### config.mk
export PLATFORM = sky130hd
export DESIGN_NAME = decode_stage
export DESIGN_NICKNAME = d
export VERILOG_FILES = /design/src/rtl/decode_pkg.sv /design/src/rtl/decode_logic.sv /design/src/rtl/decode_stage.sv
export SDC_FILE = /design/constraint.sdc
export NUM_CORES = 1
export LEC_CHECK = 0
export CORE_ASPECT_RATIO = 0.9
export CORE_UTILIZATION = 35
export DETAILED_ROUTE_END_ITERATION = 12
export PLACE_DENSITY_LB_ADDON = 0.3
export SYNTH_ARGS = -nofsm -noshare
export SYNTH_HDL_FRONTEND = slang
export SYNTH_SLANG_ARGS = --single-unit
### constraint.sdc
create_clock -name clk -period 2.15 [get_ports clk]
set_clock_uncertainty 0.15 [all_clocks]
set_input_delay 0.215 -clock clk [delete_from_list [all_inputs] [get_ports clk]]
set_output_delay 0.215 -clock clk [all_outputs]
set_load 0.05 [all_outputs]
### src/rtl/decode_pkg.sv
// Shared types and MIPS-style opcode constants for the decode stage.
// Used by decode_logic and decode_stage (optional macro: DECODE_SCOREBOARD_EN).
package decode_pkg;

    localparam int XLEN_DEF   = 32;
    localparam int REG_AW_DEF = 5;

    typedef enum logic [3:0] {
        ALU_R   = 4'd0,
        ALU_I   = 4'd1,
        LOAD    = 4'd2,
        STORE   = 4'd3,
        BRANCH  = 4'd4,
        JUMP    = 4'd5,
        JAL     = 4'd6,
        BC      = 4'd7,
        NOP     = 4'd8,
        ILLEGAL = 4'd9
    } op_class_t;

    typedef enum logic [1:0] {
        IDLE  = 2'd0,
        WAIT  = 2'd1,
        DEC   = 2'd2,
        DRAIN = 2'd3
    } state_t;

    localparam logic [5:0] OP_RTYPE = 6'b000000;
    localparam logic [5:0] OP_J     = 6'b000010;
    localparam logic [5:0] OP_JAL   = 6'b000011;
    localparam logic [5:0] OP_BEQ   = 6'b000100;
    localparam logic [5:0] OP_BNE   = 6'b000101;
    localparam logic [5:0] OP_BLEZ  = 6'b000110;
    localparam logic [5:0] OP_BGTZ  = 6'b000111;
    localparam logic [5:0] OP_ADDI  = 6'b001000;
    localparam logic [5:0] OP_ADDIU = 6'b001001;
    localparam logic [5:0] OP_SLTI  = 6'b001010;
    localparam logic [5:0] OP_SLTIU = 6'b001011;
    localparam logic [5:0] OP_ANDI  = 6'b001100;
    localparam logic [5:0] OP_ORI   = 6'b001101;
    localparam logic [5:0] OP_XORI  = 6'b001110;
    localparam logic [5:0] OP_LUI   = 6'b001111;
    localparam logic [5:0] OP_LB    = 6'b100000;
    localparam logic [5:0] OP_LH    = 6'b100001;
    localparam logic [5:0] OP_LW    = 6'b100011;
    localparam logic [5:0] OP_LBU   = 6'b100100;
    localparam logic [5:0] OP_LHU   = 6'b100101;
    localparam logic [5:0] OP_SB    = 6'b101000;
    localparam logic [5:0] OP_SH    = 6'b101001;
    localparam logic [5:0] OP_SW    = 6'b101011;
    localparam logic [5:0] OP_BC    = 6'b110010;

    // Class of ops whose rt field is a register source rather than a destination.
    function automatic logic classReadsRt(input op_class_t cls);
        return (cls == ALU_R) || (cls == STORE) || (cls == BRANCH);
    endfunction

endpackage

### src/rtl/decode_logic.sv
// Purely combinational instruction decoder: instruction word -> decoded op fields.
module decode_logic
    import decode_pkg::*;
#(
    parameter int XLEN   = XLEN_DEF,
    parameter int REG_AW = REG_AW_DEF
) (
    input  logic [XLEN-1:0]   i_cmd,
    output op_class_t         o_class,
    output logic [5:0]        o_funct,
    output logic [REG_AW-1:0] o_rs,
    output logic [REG_AW-1:0] o_rt,
    output logic [REG_AW-1:0] o_rd,
    output logic              o_we,
    output logic [XLEN-1:0]   o_imm,
    output logic              o_readsRt
);

    localparam logic [REG_AW-1:0] LINK_REG = REG_AW'(31);

    logic [5:0]        w_opcode;
    logic [15:0]       w_imm16;
    logic [REG_AW-1:0] w_rdField;
    logic              w_writes;
    logic              w_zeroExt;

    assign w_opcode  = i_cmd[31:26];
    assign w_imm16   = i_cmd[15:0];
    assign w_rdField = REG_AW'(i_cmd[15:11]);
    assign o_rs      = REG_AW'(i_cmd[25:21]);
    assign o_rt      = REG_AW'(i_cmd[20:16]);

    always_comb begin
        o_class   = ILLEGAL;
        o_funct   = w_opcode;
        o_rd      = '0;
        w_writes  = 1'b0;
        w_zeroExt = 1'b0;
        // The all-zero word would otherwise decode as SLL r0; treat it as a true NOP.
        if (i_cmd == '0) begin
            o_class = NOP;
            o_funct = 6'd0;
        end else begin
            case (w_opcode)
                OP_RTYPE: begin
                    o_class  = ALU_R;
                    o_funct  = i_cmd[5:0];
                    o_rd     = w_rdField;
                    w_writes = 1'b1;
                end
                OP_J:   o_class = JUMP;
                OP_JAL: begin
                    o_class  = JAL;
                    o_rd     = LINK_REG;
                    w_writes = 1'b1;
                end
                OP_BEQ, OP_BNE, OP_BLEZ, OP_BGTZ: o_class = BRANCH;
                OP_ADDI, OP_ADDIU, OP_SLTI, OP_SLTIU, OP_LUI: begin
                    o_class  = ALU_I;
                    o_rd     = o_rt;
                    w_writes = 1'b1;
                end
                OP_ANDI, OP_ORI, OP_XORI: begin
                    o_class   = ALU_I;
                    o_rd      = o_rt;
                    w_writes  = 1'b1;
                    w_zeroExt = 1'b1;
                end
                OP_LB, OP_LH, OP_LW, OP_LBU, OP_LHU: begin
                    o_class  = LOAD;
                    o_rd     = o_rt;
                    w_writes = 1'b1;
                end
                OP_SB, OP_SH, OP_SW: o_class = STORE;
                OP_BC:   o_class = BC;
                default: o_class = ILLEGAL;
            endcase
        end
    end

    assign o_we      = w_writes && (o_rd != '0);
    assign o_imm     = w_zeroExt ? {{(XLEN-16){1'b0}}, w_imm16}
                                 : {{(XLEN-16){w_imm16[15]}}, w_imm16};
    assign o_readsRt = classReadsRt(o_class);

endmodule

### src/rtl/decode_stage.sv
// Decode stage: requests fetches, decodes the returned word and hands one op to execute.
// Define DECODE_SCOREBOARD_EN to add the pending-write scoreboard and RAW-hazard stalls.
module decode_stage
    import decode_pkg::*;
#(
    parameter int XLEN   = XLEN_DEF,
    parameter int REG_AW = REG_AW_DEF
) (
    input  logic              clk,
    input  logic              rst,
    output logic              fetch_en,
    input  logic              fetch_done,
    input  logic [XLEN-1:0]   fetch_cmd,
    input  logic [XLEN-1:0]   fetch_pc,
    input  logic              flush,
    output logic              out_valid,
    input  logic              out_ready,
    output logic [XLEN-1:0]   out_pc,
    output logic [3:0]        out_class,
    output logic [5:0]        out_funct,
    output logic [REG_AW-1:0] out_rs,
    output logic [REG_AW-1:0] out_rt,
    output logic [REG_AW-1:0] out_rd,
    output logic              out_we,
    output logic [XLEN-1:0]   out_imm,
    input  logic              wb_valid,
    input  logic [REG_AW-1:0] wb_rd
);

    state_t            r_state;
    state_t            w_nextState;
    logic              w_issue;
    logic              w_fetchEnNext;
    logic              w_irLoad;
    logic              w_hazard;

    logic              r_fetchEn;
    logic [XLEN-1:0]   r_irCmd;
    logic [XLEN-1:0]   r_irPc;
    logic              r_outValid;
    logic [XLEN-1:0]   r_outPc;
    op_class_t         r_outClass;
    logic [5:0]        r_outFunct;
    logic [REG_AW-1:0] r_outRs;
    logic [REG_AW-1:0] r_outRt;
    logic [REG_AW-1:0] r_outRd;
    logic              r_outWe;
    logic [XLEN-1:0]   r_outImm;

    op_class_t         w_decClass;
    logic [5:0]        w_decFunct;
    logic [REG_AW-1:0] w_decRs;
    logic [REG_AW-1:0] w_decRt;
    logic [REG_AW-1:0] w_decRd;
    logic              w_decWe;
    logic [XLEN-1:0]   w_decImm;
    logic              w_decReadsRt;

    decode_logic #(
        .XLEN   (XLEN),
        .REG_AW (REG_AW)
    ) u_decode (
        .i_cmd     (r_irCmd),
        .o_class   (w_decClass),
        .o_funct   (w_decFunct),
        .o_rs      (w_decRs),
        .o_rt      (w_decRt),
        .o_rd      (w_decRd),
        .o_we      (w_decWe),
        .o_imm     (w_decImm),
        .o_readsRt (w_decReadsRt)
    );

`ifdef DECODE_SCOREBOARD_EN
    localparam int NREG = 1 << REG_AW;

    logic [NREG-1:0] r_pending;
    logic [NREG-1:0] w_setMask;
    logic [NREG-1:0] w_clrMask;
    logic [NREG-1:0] w_pendingLive;

    always_comb begin
        w_setMask = '0;
        w_clrMask = '0;
        if (w_issue && w_decWe) begin
            w_setMask[w_decRd] = 1'b1;
        end
        if (wb_valid) begin
            w_clrMask[wb_rd] = 1'b1;
        end
        w_setMask[0] = 1'b0;
    end

    // A writeback landing this cycle releases its register immediately, so the
    // waiting consumer issues on the very next edge.
    assign w_pendingLive = r_pending & ~w_clrMask;
    assign w_hazard      = w_pendingLive[w_decRs] ||
                           (w_decReadsRt && w_pendingLive[w_decRt]);

    always_ff @(posedge clk) begin
        if (rst) begin
            r_pending <= '0;
        end else begin
            r_pending <= w_pendingLive | w_setMask;
        end
    end
`else
    logic w_unusedWb;

    assign w_hazard   = 1'b0;
    assign w_unusedWb = wb_valid ^ (^wb_rd) ^ w_decReadsRt;
`endif

    always_comb begin
        w_nextState   = r_state;
        w_issue       = 1'b0;
        w_fetchEnNext = 1'b0;
        w_irLoad      = 1'b0;
        // A redirect with a fetch still outstanding must swallow that response in DRAIN.
        if (flush) begin
            if ((r_state == WAIT && !fetch_done) || r_state == DRAIN) begin
                w_nextState = DRAIN;
            end else begin
                w_nextState = IDLE;
            end
        end else begin
            case (r_state)
                IDLE: begin
                    w_fetchEnNext = 1'b1;
                    w_nextState   = WAIT;
                end
                WAIT: begin
                    if (fetch_done) begin
                        w_irLoad    = 1'b1;
                        w_nextState = DEC;
                    end
                end
                DEC: begin
                    if (!w_hazard && (!r_outValid || out_ready)) begin
                        w_issue       = 1'b1;
                        w_fetchEnNext = 1'b1;
                        w_nextState   = WAIT;
                    end
                end
                DRAIN: begin
                    if (fetch_done) begin
                        w_nextState = IDLE;
                    end
                end
                default: w_nextState = IDLE;
            endcase
        end
    end

    always_ff @(posedge clk) begin
        if (rst) begin
            r_state <= IDLE;
        end else begin
            r_state <= w_nextState;
        end
    end

    always_ff @(posedge clk) begin
        if (rst) begin
            r_fetchEn  <= 1'b0;
            r_irCmd    <= '0;
            r_irPc     <= '0;
            r_outValid <= 1'b0;
            r_outPc    <= '0;
            r_outClass <= ALU_R;
            r_outFunct <= '0;
            r_outRs    <= '0;
            r_outRt    <= '0;
            r_outRd    <= '0;
            r_outWe    <= 1'b0;
            r_outImm   <= '0;
        end else begin
            r_fetchEn <= w_fetchEnNext;
            if (w_irLoad) begin
                r_irCmd <= fetch_cmd;
                r_irPc  <= fetch_pc;
            end
            if (flush) begin
                r_outValid <= 1'b0;
            end else if (w_issue) begin
                r_outValid <= 1'b1;
            end else if (r_outValid && out_ready) begin
                r_outValid <= 1'b0;
            end
            if (w_issue) begin
                r_outPc    <= r_irPc;
                r_outClass <= w_decClass;
                r_outFunct <= w_decFunct;
                r_outRs    <= w_decRs;
                r_outRt    <= w_decRt;
                r_outRd    <= w_decRd;
                r_outWe    <= w_decWe;
                r_outImm   <= w_decImm;
            end
        end
    end

    assign fetch_en  = r_fetchEn;
    assign out_valid = r_outValid;
    assign out_pc    = r_outPc;
    assign out_class = r_outClass;
    assign out_funct = r_outFunct;
    assign out_rs    = r_outRs;
    assign out_rt    = r_outRt;
    assign out_rd    = r_outRd;
    assign out_we    = r_outWe;
    assign out_imm   = r_outImm;

endmodule
==> impl_metrics.env <==
export IMPL_cts_reportedPaths_clkPinSlew_ps=60
export IMPL_netlist_instances=684
export IMPL_clock_tree_root_cell="clkbuf_16"
export IMPL_utilization_pct=52.1
export IMPL_synth_area_um2=5450
export IMPL_clock_tree_from_tritoncts="done"
export IMPL_worst_pin_slew_ps=585
export IMPL_worstSetupPathType="reg2reg"
export IMPL_critical_r2r_launch="r_irCmd[25]"
export IMPL_synth_warning_count=0
export IMPL_grt_total_usage_pct=18.5
export IMPL_yosysSeqAreaShare_pct=52.5
export IMPL_finalCritPeriodShare_pct=94.7
export IMPL_total_power_mw=5.96
export IMPL_min_delay_path_depth=2
export IMPL_max_clock_freq_mhz=491
export IMPL_total_die_area_um2=16100
export IMPL_post_synth_top_area_fraction_pct=52.5
export IMPL_critical_path_endpoint_type="flip-flop"
export IMPL_total_number_of_vias=5011
export IMPL_finalWorstPathRequiredPeriod_ps=2040
export IMPL_totalWireLength_um=14500
export IMPL_fin_cells=1032
export IMPL_ios=167
export IMPL_most_common_layout_cells="nand2_1, clkdlybuf4s50_1, dfxtp_1"
export IMPL_critPathLaunchType="flip-flop"
export IMPL_timing_critical_path_fanout_max=8
export IMPL_register_area_um2=2860
export IMPL_timing_slew_headroom_pct=60.9
export IMPL_dpl_hpwl_um=9620
export IMPL_n_fill_cell=1433
export IMPL_post_drt_via_cell_ratio=4.86
export IMPL_rrSetupSlack_ps=110
export IMPL_run_status="complete, no violations"
export IMPL_floorplan_die_width_um=134
export IMPL_ys_flop_type="dfxtp_1"
export IMPL_crit_family="simple AND/OR/NAND/NOR gates"
export IMPL_detailed_route_iter0_violations=257
export IMPL_crit_arrival_ps=2180
export IMPL_synth_async_reset_ratio_pct=0
export IMPL_timing_critical_path_required_ps=2300
export IMPL_drc_errors=0
export IMPL_synth_cell_types=41
export IMPL_synth_edff_count=0
export IMPL_multi_input_comb_area_um2=2280
export IMPL_ctsLongestPathBuffers=2
export IMPL_layout_commonest_cell="nand2_1"
export IMPL_synth_ff_latch_count=143
export IMPL_area_contributors_post_synth="dfxtp_1, nand2_1, a21oi_1, clkbuf_1, buf_4"
export IMPL_r2r_worst_path_cells=7
export IMPL_vias_in_the_first_global_route=4453
export IMPL_final_nets=898
export IMPL_synth_area_per_cell_um2=7.97
export IMPL_hp_class="in2reg"
export IMPL_worst_path_largest_cell_delay_ps=370
export IMPL_synth_largest_area_cell="dfxtp_1"
export IMPL_numCtsBuffers=17
export IMPL_mappedNetlistNets=759
export IMPL_worst_path_buf_inv=2
export IMPL_drive_gt1_share_pct=10.2
export IMPL_num_rows=42
export IMPL_largest_net_degree_at_the_start_of_global_routing=71
export IMPL_final_max_slew_violation_count=0
export IMPL_leakage_nw=2.65
export IMPL_design_core_area_um2=15000
export IMPL_worstSkewPairLatency_ps=420
export IMPL_drt_wirelength_per_cell_um=14.0
export IMPL_finalSetupTns_ps=0
export IMPL_floorplan_initialDensity_pct=36.4
export IMPL_cp_cell_sequence="nor4_1 > buf_4 > and4_1 > a31oi_4 > buf_12 > a222oi_1 > nor2_1"
export IMPL_worstHoldEndpoint="r_state[0]"
export IMPL_timing_max_cap_violations=0
export IMPL_unrepaired_setup_endpoints_after_global_routing="no"
export IMPL_antenna_found_initial=0
export IMPL_placement_io_buffers=160
export IMPL_finalHoldViolations=0
export IMPL_total_of_endpoints_with_negative_setup_slack_in_the_final_report=0
export IMPL_grt_pass1_wl_um=23000
export IMPL_cts_max_level=4
export IMPL_drt_pre_antenna_iters=5
export IMPL_power_ir_vdd_worst_v=0.000554
export IMPL_placed_cells=1002
export IMPL_grt_overflow_total=0
export IMPL_postRouteAntennaNets=0
export IMPL_n_antenna_cell=0
export IMPL_die_h_um=120
export IMPL_hold_path_startpoint="rst"
export IMPL_post_cts_setup_buffers=0
export IMPL_crit_reg2reg_capture="out_funct[2]"
export IMPL_gp_congestion=0.810
export IMPL_crit_path_top_delay_cell="nor4_1"
export IMPL_tritoncts_num_sinks=143
export IMPL_synthesis_to_layout_area_growth_pct=43.1
export IMPL_pwr_density_cell_nw_per_um2=764
==> worst register-to-register path, cell delays in order, from the launching register on <==
cell and delay [ps]:
dfxtp_1 320, nor4_1 370, buf_4 190, and4_1 260
a31oi_4 120, buf_12 160, a222oi_1 280, nor2_1 70
==> per-layer routing <==
metal / track usage, % / up-vias / part of all wire (%)
li1: - / 2544 / -
met1: 25.4 / 2291 / 48
met2: 26.7 / 164 / 43
met3: 6.25 / 12 / 7.9
met4: 7.03 / 0 / 1.2
met5: 0 / - / 0
==> registers in the layout, summed over array words and instances, names as in the netlist <==
signal,flops
out_pc,32
r_irCmd,32
r_irPc,32
out_imm,17
out_funct,6
out_rd,5
out_rs,5
out_rt,5
out_class,4
r_state,2
fetch_en,1
out_valid,1
out_we,1
==> how the worst max path moves through the flow <==
stage	start	end	cells past startpoint
finish	r_irCmd[25]	out_funct[2]	7
global placement	flush	out_class[1]	6
global route	r_irCmd[25]	out_funct[1]	7
CTS	r_irCmd[25]	out_funct[2]	7
detailed placement	flush	out_class[1]	6
floorplan	r_irCmd[29]	out_rd[3]	6
==> metrics by stage <==
step / worst slack (ps) / area [um^2] / hold slack (ps)
2_1_floorplan: 269 / 5450 / 201
3_3_place_gp: 98.2 / 7220 / 288
3_5_place_dp: 78.2 / 7220 / 292
4_1_cts: 108 / 7800 / 59.2
5_1_grt: 20.3 / 7800 / 85.1
6_report: 115 / 7800 / 80.4
==> cell usage after synthesis, drive strengths merged, types with 2 or more instances <==
master and n:
nor2 16, nand2 254, a22o 5, a311oi 3, buf 30, clkbuf 35, and2 3, o21ai 2
nor2b 4, a211oi 3, nor4 8, a222oi 6, xnor2 2, a32oi 2, nand2b 7, nor3 7
a21oi 130, inv 3, nor3b 3, a31oi 2, dfxtp 143, a221o 5
==> logic make-up after synthesis <==
family	after synthesis	share of synthesized area, %
simple gates	308	23.7
flops	143	52.5
buf+inv	68	5.96
compound gates	163	17.5
xor+xnor	2	0.321
==> where the power goes <==
group	leakage [nW]	internal [mW]	total, mW	switching [mW]
Clock	0.284	1.78	2.88	1.10
Sequential	1.15	2.68	2.71	0.0275
Combinational	1.21	0.192	0.375	0.182
==> layout make-up <==
class                           instances  area share [%]
Sequential cell                       143            36.7
Multi-Input combinational cell        473            29.2
Timing Repair Buffer                  185            23.3
Clock buffer                           20            5.98
Tap cell                              198            3.18
Clock inverter                         10            1.44
Inverter                                3           0.144
==> what timing repair did <==
item | in CTS | in global routing
resized for setup | 0 | 1
endpoints found under the setup margin | 0 | 6
hold buffers | 0 | 0
No activity file was read; power rests on OpenSTA's default activity.
==> RTL edit, RTL diff (same settings) <==
Encoding of `state_t`: now one-hot (4 bits for 4 states).
--- a/src/rtl/decode_pkg.sv
+++ b/src/rtl/decode_pkg.sv
@@ -18,11 +18,11 @@
         ILLEGAL = 4'd9
     } op_class_t;
 
-    typedef enum logic [1:0] {
-        IDLE  = 2'd0,
-        WAIT  = 2'd1,
-        DEC   = 2'd2,
-        DRAIN = 2'd3
+    typedef enum logic [3:0] {
+        IDLE  = 4'b0001,
+        WAIT  = 4'b0010,
+        DEC   = 4'b0100,
+        DRAIN = 4'b1000
     } state_t;
 
     localparam logic [5:0] OP_RTYPE = 6'b000000;
Behaviour: no difference found for any inputs over 4 cycles, from zero or initial values and one cycle with rst high; so few cycles prove little.
==> RTL edit against the original RTL <==
Synthesized cell count grew 4.2%; critical path depth shrank 6; sequential power is essentially flat; register-to-register slack better by 220 ps; synthesized area up 3.6%; worst setup slack improved by 37 ps; final area is 2.8% higher; via count grew 1.0%; combinational power decreased by 32%; sequential cell count increased by 2; count of clock-buffer cells in the layout unchanged; total power is 7.6% higher; wire length increased by 4.8%; critical endpoint is now out_class[1]; largest power group unchanged.
==> RTL edit: results (changes against the original RTL) <==
synth:
  synth_area_per_cell_um2: 7.93  # -0.57%
  synth_nets: 788  # +3.8%
  yosys-top-cells-count: "275 x nand2_1, 145 x dfxtp_1, 131 x a21oi_1"
  synth_compound_gate_area_share: 0.165  # -0.0102
  ys_top_cells_by_area: "dfxtp_1 51%, nand2_1 18%, a21oi_1 12%"
  yosysWarningCount: 0  # unchanged
  synth-seq-area-share: 0.514  # -0.0114
  synth_xor_area_frac: 0.00155  # -0.00166
  synth.distinct_cells: 52  # +27%
  synthMuxAreaShare: 0  # unchanged
  synth_adder_area_share: 0  # unchanged
cells_and_area:
  nets: 918  # +2.2%
  diodes: 0  # unchanged
  drive_gt1_frac: 0.0935  # -0.00846
setup_path:
  crit_path_start: "out_class[1]"
  critPathMaxStageDelay_ps: 850  # +480 ps
  cp_max_fo: 3  # -5
  cp_top_family: "buffers and inverters"
  arrival_ps: 1630  # -550 ps
  r2r-start: "r_state[3]"
  cp_slowest_cell: "clkdlybuf4s50_1"
route:
  route.final.wire_length_um: 15200  # +4.8%
  vias: 5062  # +1.0%
  drt_iter0_markers: 263  # +2.3%
  dr.pass1.iters: 4  # -1
  vias_per_cell: 4.78  # -1.5%
global_routing:
  grt.total_usage: 0.193  # +0.00725
  grt_pass1_wl_um: 24600  # +6.7%
  grt_pass1_vias: 4848  # +8.9%
  grt_max_degree: 54  # -24%
  grt_antenna_before_repair: 0  # unchanged
placement:
  io_buffers: 160  # unchanged
  finalWeightedCongestion: 0.765  # -5.5%
  post-place-ws_ps: 43.0  # -35.2 ps
  place_inst: 1026  # +2.4%
  hpwl_um: 9870  # +2.6%
timing:
  drv_slew: 0  # unchanged
  maxSlewHeadroom: 0.610  # +0.00133
power:
  irDropWorstVdd_mv: 0.613  # +11%
  p_leak_nw: 2.69  # +1.6%
clock_tree:
  numCtsBuffers: 17  # unchanged
  cts_resized: 0  # unchanged
  post_cts_buffers: 0  # unchanged
  htree_levels: 4  # unchanged
  clockBufferDepth: 2  # unchanged
status:
  status: "complete, no violations"
worst_hold_path:
  worstHoldPathType: "in -> reg"
RTL edit: logic make-up after synthesis:
| family | after synthesis |
|---|---|
| AND/OR/NAND/NOR | 329 |
| XOR/XNOR | 1 |
| AO/OA/AOI/OAI | 165 |
| buffers and inverters | 73 |
| flip-flops | 145 |
RTL edit: area by class of cell:
type / count / area [um^2]
inverters: 5 / 18.8
multi-input cells: 495 / 2340
clock buffers: 20 / 467
fillers: 1510 / 7580
flip-flops and latches: 145 / 2900
repair buffers: 179 / 1810
clock inverters: 12 / 226
well taps: 202 / 253
RTL edit: metal layers:
layer  vias up  part of all wire  track usage
li1       2609                 -            -
met4         0             0.010       0.0556
met3        10             0.076       0.0789
met5         -                 0            0
met1      2316              0.46        0.237
met2       127              0.46        0.309
RTL edit: worst register-to-register path, cell delays in order (launching register included):
cell	delay [ps]
dfxtp_1	380
nor3_2	320
nand3_2	240
a211oi_2	420
nand2_1	110
a31oi_1	130
RTL edit: path summary, 6_finish.rpt:
check | end | slack [ps] | depth (start not counted)
max | out_class[1] | 150 | 1
min | out_class[2] | 140 | 2
max reg2reg | out_funct[0] | 330 | 5
min reg2reg | out_pc[3] | 300 | 2
RTL edit: stage by stage:
step | util | cell area [um^2]
after floorplan | - | 5650
final | 0.514 | 8020
after detailed placement | 0.469 | 7320
after global placement | 0.469 | 7320
after global routing | 0.514 | 8020
after CTS | 0.514 | 8020
RTL edit: power breakdown:
part / internal (mW) / total [mW] / switching [mW]
registers: 2.70 / 2.71 / 0.0138
clock network: 2.28 / 3.45 / 1.17
logic: 0.148 / 0.254 / 0.107
